**src/rtl/cirno9_axi_pkg.sv**
```systemverilog
// rtl/cirno9_axi_pkg.sv - state encodings, AXI constants and requester ids for cirno9_axi_arb
package cirno9_axi_pkg;

  typedef enum logic [2:0] {
    ST_IDLE,
    ST_RD_A,
    ST_RD_D,
    ST_WR_AW,
    ST_WR_B
  } state_t;

  localparam logic [1:0] BURST_INCR    = 2'b01;
  localparam logic [2:0] SIZE_4B       = 3'b010;
  localparam logic [1:0] RESP_OKAY     = 2'b00;
  localparam logic [1:0] RESP_EXOKAY   = 2'b01;
  localparam logic [1:0] RESP_SLVERR   = 2'b10;
  localparam logic [1:0] RESP_DECERR   = 2'b11;
  localparam logic [3:0] CACHE_DEFAULT = 4'b0011;

  localparam logic REQ_IFU = 1'b0;
  localparam logic REQ_LSU = 1'b1;

  function automatic logic resp_is_err(input logic [1:0] resp);
    case (resp)
      RESP_OKAY, RESP_EXOKAY: resp_is_err = 1'b0;
      default:                resp_is_err = 1'b1;
    endcase
  endfunction

endpackage

```
**src/rtl/cirno9_arb2.sv**
```systemverilog
// rtl/cirno9_arb2.sv - two-requester grant; CIRNO9_AXI_ARB_RR_EN selects round-robin,
// otherwise fixed priority with load/store over instruction fetch
module cirno9_arb2
  import cirno9_axi_pkg::*;
(
  input  logic       clk,
  input  logic       rst,
  input  logic [1:0] req_val,
  input  logic       accept,
  output logic [1:0] grant
);

`ifdef CIRNO9_AXI_ARB_RR_EN
  logic last_id;

  // On contention, favour whoever was not served last
  always_comb begin
    grant = req_val;
    if (req_val == 2'b11) begin
      grant = (last_id == REQ_LSU) ? 2'b01 : 2'b10;
    end
  end

  always_ff @(posedge clk) begin
    if (rst) begin
      last_id <= REQ_IFU;
    end else if (accept) begin
      last_id <= grant[REQ_LSU];
    end
  end
`else
  logic unused_rr;
  assign unused_rr = ^{clk, rst, accept};

  always_comb begin
    grant = req_val;
    if (req_val[REQ_LSU]) begin
      grant = 2'b10;
    end
  end
`endif

endmodule

```
**src/rtl/cirno9_axi_arb.sv**
```systemverilog
// rtl/cirno9_axi_arb.sv - fetch/load-store arbiter driving one single-beat AXI4 master;
// arbitration mode set by CIRNO9_AXI_ARB_RR_EN (see cirno9_arb2)
module cirno9_axi_arb
  import cirno9_axi_pkg::*;
#(
  parameter int ADDR_W = 32,
  parameter int DATA_W = 32
) (
  input  logic                  clk,
  input  logic                  rst,
  input  logic [1:0]            req_val,
  output logic [1:0]            req_rdy,
  input  logic [1:0]            req_wr,
  input  logic [2*ADDR_W-1:0]   req_adr,
  input  logic [2*DATA_W-1:0]   req_wdat,
  input  logic [2*DATA_W/8-1:0] req_wstrb,
  output logic [1:0]            rsp_val,
  output logic [DATA_W-1:0]     rsp_rdat,
  output logic                  rsp_err,
  output logic [ADDR_W-1:0]     m_axi_awaddr,
  output logic                  m_axi_awvalid,
  input  logic                  m_axi_awready,
  output logic [7:0]            m_axi_awlen,
  output logic [2:0]            m_axi_awsize,
  output logic [1:0]            m_axi_awburst,
  output logic                  m_axi_awlock,
  output logic [3:0]            m_axi_awcache,
  output logic [2:0]            m_axi_awprot,
  output logic [3:0]            m_axi_awqos,
  output logic [DATA_W-1:0]     m_axi_wdata,
  output logic [DATA_W/8-1:0]   m_axi_wstrb,
  output logic                  m_axi_wlast,
  output logic                  m_axi_wvalid,
  input  logic                  m_axi_wready,
  input  logic [1:0]            m_axi_bresp,
  input  logic                  m_axi_bvalid,
  output logic                  m_axi_bready,
  output logic [ADDR_W-1:0]     m_axi_araddr,
  output logic                  m_axi_arvalid,
  input  logic                  m_axi_arready,
  output logic [7:0]            m_axi_arlen,
  output logic [2:0]            m_axi_arsize,
  output logic [1:0]            m_axi_arburst,
  output logic                  m_axi_arlock,
  output logic [3:0]            m_axi_arcache,
  output logic [2:0]            m_axi_arprot,
  output logic [3:0]            m_axi_arqos,
  input  logic [DATA_W-1:0]     m_axi_rdata,
  input  logic [1:0]            m_axi_rresp,
  input  logic                  m_axi_rlast,
  input  logic                  m_axi_rvalid,
  output logic                  m_axi_rready
);

  state_t                state;
  logic [1:0]            grant;
  logic                  accept;
  logic                  win_id;
  logic                  owner;
  logic [ADDR_W-1:0]     cap_adr;
  logic [DATA_W-1:0]     cap_wdat;
  logic [DATA_W/8-1:0]   cap_wstrb;
  logic                  aw_done;
  logic                  w_done;
  logic                  aw_fire;
  logic                  w_fire;
  logic [1:0]            owner_hot;
  logic                  unused_rlast;

  cirno9_arb2 u_arb (
    .clk     (clk),
    .rst     (rst),
    .req_val (req_val),
    .accept  (accept),
    .grant   (grant)
  );

  assign req_rdy   = (state == ST_IDLE) ? grant : 2'b00;
  assign accept    = |(req_val & req_rdy);
  assign win_id    = grant[REQ_LSU] ? REQ_LSU : REQ_IFU;
  assign aw_fire   = m_axi_awvalid & m_axi_awready;
  assign w_fire    = m_axi_wvalid & m_axi_wready;
  assign owner_hot = (owner == REQ_LSU) ? 2'b10 : 2'b01;

  assign m_axi_awaddr  = cap_adr;
  assign m_axi_araddr  = cap_adr;
  assign m_axi_wdata   = cap_wdat;
  assign m_axi_wstrb   = cap_wstrb;
  assign m_axi_wlast   = 1'b1;
  assign m_axi_awlen   = 8'd0;
  assign m_axi_arlen   = 8'd0;
  assign m_axi_awsize  = SIZE_4B;
  assign m_axi_arsize  = SIZE_4B;
  assign m_axi_awburst = BURST_INCR;
  assign m_axi_arburst = BURST_INCR;
  assign m_axi_awlock  = 1'b0;
  assign m_axi_arlock  = 1'b0;
  assign m_axi_awcache = CACHE_DEFAULT;
  assign m_axi_arcache = CACHE_DEFAULT;
  assign m_axi_awprot  = 3'b000;
  assign m_axi_arprot  = 3'b000;
  assign m_axi_awqos   = 4'd0;
  assign m_axi_arqos   = 4'd0;

  // Single-beat transfers only, so the last flag carries no information
  assign unused_rlast = m_axi_rlast;

  always_ff @(posedge clk) begin
    if (rst) begin
      state         <= ST_IDLE;
      owner         <= REQ_IFU;
      cap_adr       <= '0;
      cap_wdat      <= '0;
      cap_wstrb     <= '0;
      aw_done       <= 1'b0;
      w_done        <= 1'b0;
      m_axi_awvalid <= 1'b0;
      m_axi_wvalid  <= 1'b0;
      m_axi_bready  <= 1'b0;
      m_axi_arvalid <= 1'b0;
      m_axi_rready  <= 1'b0;
      rsp_val       <= 2'b00;
      rsp_rdat      <= '0;
      rsp_err       <= 1'b0;
    end else begin
      rsp_val <= 2'b00;
      case (state)
        ST_IDLE: begin
          if (accept) begin
            owner     <= win_id;
            cap_adr   <= win_id ? req_adr[2*ADDR_W-1:ADDR_W] : req_adr[ADDR_W-1:0];
            cap_wdat  <= win_id ? req_wdat[2*DATA_W-1:DATA_W] : req_wdat[DATA_W-1:0];
            cap_wstrb <= win_id ? req_wstrb[2*DATA_W/8-1:DATA_W/8] : req_wstrb[DATA_W/8-1:0];
            if (req_wr[win_id]) begin
              state         <= ST_WR_AW;
              m_axi_awvalid <= 1'b1;
              m_axi_wvalid  <= 1'b1;
              aw_done       <= 1'b0;
              w_done        <= 1'b0;
            end else begin
              state         <= ST_RD_A;
              m_axi_arvalid <= 1'b1;
            end
          end
        end
        ST_RD_A: begin
          if (m_axi_arready) begin
            m_axi_arvalid <= 1'b0;
            m_axi_rready  <= 1'b1;
            state         <= ST_RD_D;
          end
        end
        ST_RD_D: begin
          if (m_axi_rvalid) begin
            m_axi_rready <= 1'b0;
            rsp_rdat     <= m_axi_rdata;
            rsp_err      <= resp_is_err(m_axi_rresp);
            rsp_val      <= owner_hot;
            state        <= ST_IDLE;
          end
        end
        ST_WR_AW: begin
          if (aw_fire) begin
            m_axi_awvalid <= 1'b0;
            aw_done       <= 1'b1;
          end
          if (w_fire) begin
            m_axi_wvalid <= 1'b0;
            w_done       <= 1'b1;
          end
          // Address and data handshakes may land in either order or together
          if ((aw_done | aw_fire) & (w_done | w_fire)) begin
            m_axi_bready <= 1'b1;
            state        <= ST_WR_B;
          end
        end
        ST_WR_B: begin
          if (m_axi_bvalid) begin
            m_axi_bready <= 1'b0;
            rsp_err      <= resp_is_err(m_axi_bresp);
            rsp_val      <= owner_hot;
            state        <= ST_IDLE;
          end
        end
        default: state <= ST_IDLE;
      endcase
    end
  end

endmodule

```
**config.mk**
```make
export PLATFORM = sky130hd
export DESIGN_NAME = cirno9_axi_arb
export DESIGN_NICKNAME = d
export VERILOG_FILES = /design/src/rtl/cirno9_axi_pkg.sv /design/src/rtl/cirno9_arb2.sv /design/src/rtl/cirno9_axi_arb.sv
export SDC_FILE = /design/constraint.sdc
export NUM_CORES = 1
export LEC_CHECK = 0
export CAP_MARGIN = 15
export CORE_AREA = 2 2 147 149
export DETAILED_ROUTE_END_ITERATION = 8
export DIE_AREA = 0 0 149 151
export GPL_TIMING_DRIVEN = 0
export HOLD_SLACK_MARGIN = 0.06
export PLACE_DENSITY = 0.66
export SYNTH_ARGS = -nofsm -noshare
export SYNTH_HDL_FRONTEND = slang
export SYNTH_SLANG_ARGS = --single-unit
```
**constraint.sdc**
```tcl
create_clock -name clk -period 1.3 [get_ports clk]
set_input_delay 0.325 -clock clk [delete_from_list [all_inputs] [get_ports clk]]
set_output_delay 0.325 -clock clk [all_outputs]
set_load 0.02 [all_outputs]
```
==> impl_metrics.csv <==
group,metric,value,unit
timing,worstMarginPinSlew,0.7760,ns
outcome,status,"finished with violations",
setup_path,r2r_slack,-0.35,ns
clocking,cts_tree,"done",
power_and_ir_drop,p_leak,0.004706,µW
final_layout,area_growth,84.09,%
yosys,yosysWarnings,0,
placement,dp_hpwl,15590,µm
setup_path,endpoint,"req_rdy[1]",
timing,clock.fmax,582.2,MHz
placement,portBuffers,320,
yosys,synth_edf_count,0,
floorplan,die-width,149,µm
drt,num_vias,5619,
clocking,cts_buffers,17,
yosys,netlist_top_cells_area,"dfxtp_1 40%, a211oi_2 13%, mux2i_1 12%",
setup_path,startpoint_type,"flip-flop",
setup_path,critPathMaxStageDelay,0.32,ns
placement,gp_congestion,0.7442,
final_layout,drive_above_1_share,46.38,%
setup_path,setup.worst_path.start,"state[1]$_SDFFE_PP0P_",
drt,dr.pass1.iters,4,
yosys,ys_top_cells_by_count,"114 x dfxtp_1, 90 x buf_4, 77 x nor2_1",
yosys,yosysTopAreaCell,"dfxtp_1",
drt,wl_per_cell,16.15,µm
setup_path,arrival,1.39,ns
yosys,synth-seq-area-share,39.91,%
yosys,synth_area_per_cell,9.389,µm²
yosys,synthAdderAreaFrac,0,%
yosys,synth-compound-area-share,19.76,%
global_route,grt_pass1_vias,5409,
timing,hold_ws,0.4123,ns
placement,placedCellCount,1253,
clocking,clock-root-buffer,"clkbuf_16",
global_route,antenna_found_initial,0,
floorplan,pin_count,377,
global_route,grtUsageTotal,17.67,%
setup_path,worst-path-buf-inv,2,
yosys,syn_area,0.005718,mm²
setup_path,crit_fanout,3,
setup_path,rr_worst_depth,8,
yosys,synth_top_family_by_area,"compound AO/OA/AOI/OAI gates",
yosys,synthFlopType,"dfxtp_1",
setup_path,r2r_end,"m_axi_wdata[18]$_SDFFE_PP0P_",
yosys,synthMuxAreaShare,12.10,%
yosys,synth_simple_gate_area_share,12.04,%
timing,fin_skew,0.006942,ns
timing,fin_crit_sh,132.1,%
yosys,yosysMostFrequentCell,"dfxtp_1",
drt,drtIter0Drc,167,
timing,drv_slew,0,
timing,hold_violations,0,
power_and_ir_drop,vdd_drop_max,0.0007528,V
timing,layout_min_cycle_time,1.718,ns
floorplan,die_h,151,µm
setup_path,critPathKind,"reg -> out",
timing,slew_headroom,48.27,%
clocking,clk_latency,0.41,ns
yosys,synth_xor_area_share,0,%
timing,rsz0062_at_grt,"yes",
drt,via_per_inst,4.289,
final_layout,diodes,0,
floorplan,dieArea,0.02250,mm²
clocking,cts.sinks,114,
outcome,violations,"setup timing",
final_layout,instances_no_fill,1310,
drt,wirelength,21150,µm
floorplan,core,0.02082,mm²
power_and_ir_drop,p_per_area,1429,mW/mm²
yosys,synth_cells,609,
setup_path,cp_cell_sequence,"buf_6 > nor3_4 > and2_2 > buf_4",
timing,setup_violations,121,
flow_run,drv_cap,0,
final_layout,final_nets,1207,
setup_path,critical_path.top_delay_family,"simple AND/OR/NAND/NOR gates",
yosys,synth-seq-cells,114,
timing,layout_setup_ws,-0.4177,ns
clocking,path_clk_slew,0.05,ns
clocking,htree_levels,4,
global_route,grt_overflow,0,
setup_path,cp-end-kind,"primary output",
global_route,grt_start_max_net_pins,17,
clocking,clk_path_buf_depth,2,
clocking,ctsHoldBuffers,0,
yosys,synth_top_area_share,39.91,%
floorplan,initial_utilization,27.46,%
setup_path,required,0.98,ns
final_layout,postLayoutCellArea,0.01053,mm²
yosys,synthDistinctLibCells,35,
worst_hold_path,hold_class,"in -> reg",
global_route,grt_first_pass_wirelength,30190,µm
yosys,async_flop_share,0,%
drt,ant_nets,0,
placement,dpl_cell_area,0.009489,mm²
drt,drc,0,
setup_path,cp.depth,4,
setup_path,cp_slowest_cell,"dfxtp_2",
floorplan,rows,53,
setup_path,r2r-start,"state[1]$_SDFFE_PP0P_",
-- tightest hold or removal path: stages --
cell and delay, ns:
buf_2 0.14, mux2_2 0.22, a211oi_1 0.08
-- worst min-delay path by stage --
stage	endpoint	cells after the start	start
global placement	rsp_rdat[5]$_SDFFE_PP0P_	2	rsp_rdat[5]$_SDFFE_PP0P_
finish	w_done$_SDFFE_PP0P_	3	req_val[1]
detailed placement	rsp_rdat[23]$_SDFFE_PP0P_	2	rsp_rdat[23]$_SDFFE_PP0P_
CTS	w_done$_SDFFE_PP0P_	3	req_val[1]
global route	w_done$_SDFFE_PP0P_	3	req_val[1]
floorplan	rsp_val[0]$_SDFF_PP0_	1	owner$_SDFFE_PP0P_
-- routing by layer --
layer  vias up  routed length (µm)  GRT usage [%]
li1       2781                   -              -
met1      2583                8583          21.23
met2       227               10560          29.98
met3        28                1585          5.361
met4         0                 420          6.238
met5         -                   0              0
-- power breakdown --
part           internal [µW]  switching [µW]  total [µW]  leakage (µW)
clock network           2900            1580        4480      0.000268
logic                   3020            3080        6090       0.00349
registers               4080             390        4470      0.000952
-- cell type report --
cell class                      instances  area [µm²]
Timing Repair Buffer                  350        3119
Fill cell                            1981       10300
Sequential cell                       114        2341
Inverter                                2       7.507
Tap cell                              275       344.1
Clock buffer                           26       479.2
Buffer                                126        1161
Multi-Input combinational cell        412        2997
Clock inverter                          5       77.57
-- cell families after synthesis --
group,count (synthesis)
AND/OR/NAND/NOR,167
buffers and inverters,132
AO/OA/AOI/OAI,125
flip-flops,114
multiplexers,69
other,2
-- cell usage in the layout, fill, tap and decap left out, types with 11 or more instances in the layout --
cell	Yosys	layout
buf_2	14	96
dfxtp_1	114	73
buf_6	9	86
nor2_1	77	73
clkdlybuf4s50_1	0	178
clkbuf_16	0	19
nand2_4	0	11
conb_1	2	51
dfxtp_2	0	38
a21oi_2	0	22
a211oi_2	61	61
a21oi_1	41	19
nand2_2	0	12
clkbuf_1	16	15
buf_4	90	83
nand2_1	73	50
mux2i_1	68	68
-- state kept, by name, summed over array words and instances, names as in the netlist --
signal / cells
w_done: 1
rsp_val: 2
rsp_err: 1
m_axi_arvalid: 1
m_axi_bready: 1
m_axi_wvalid: 1
aw_done: 1
owner: 1
m_axi_rready: 1
m_axi_awvalid: 1
rsp_rdat: 32
state: 3
m_axi_wdata: 32
m_axi_araddr: 32
m_axi_wstrb: 4
-- metrics by stage --
step                total power (µW)  TNS, ns  setup slack, ns  utilization [%]
floorplan                       7588   -3.115         -0.04997                -
CTS                            14740   -28.96          -0.4290            48.13
global route                   15770   -41.02          -0.4908            50.55
finish                         15050   -30.27          -0.4177            50.55
global placement               10020   -53.30          -0.8795            45.57
detailed placement             10070   -56.31          -0.8754            45.57
-- timing repair --
item | in CTS | in global routing
endpoints found under the setup margin | 249 | 166
setup buffers | 14 | 12
cloned | 3 | 2
pin swaps | 7 | 29
resized for setup | 748 | 127
No activity file was read; power rests on OpenSTA's default activity.
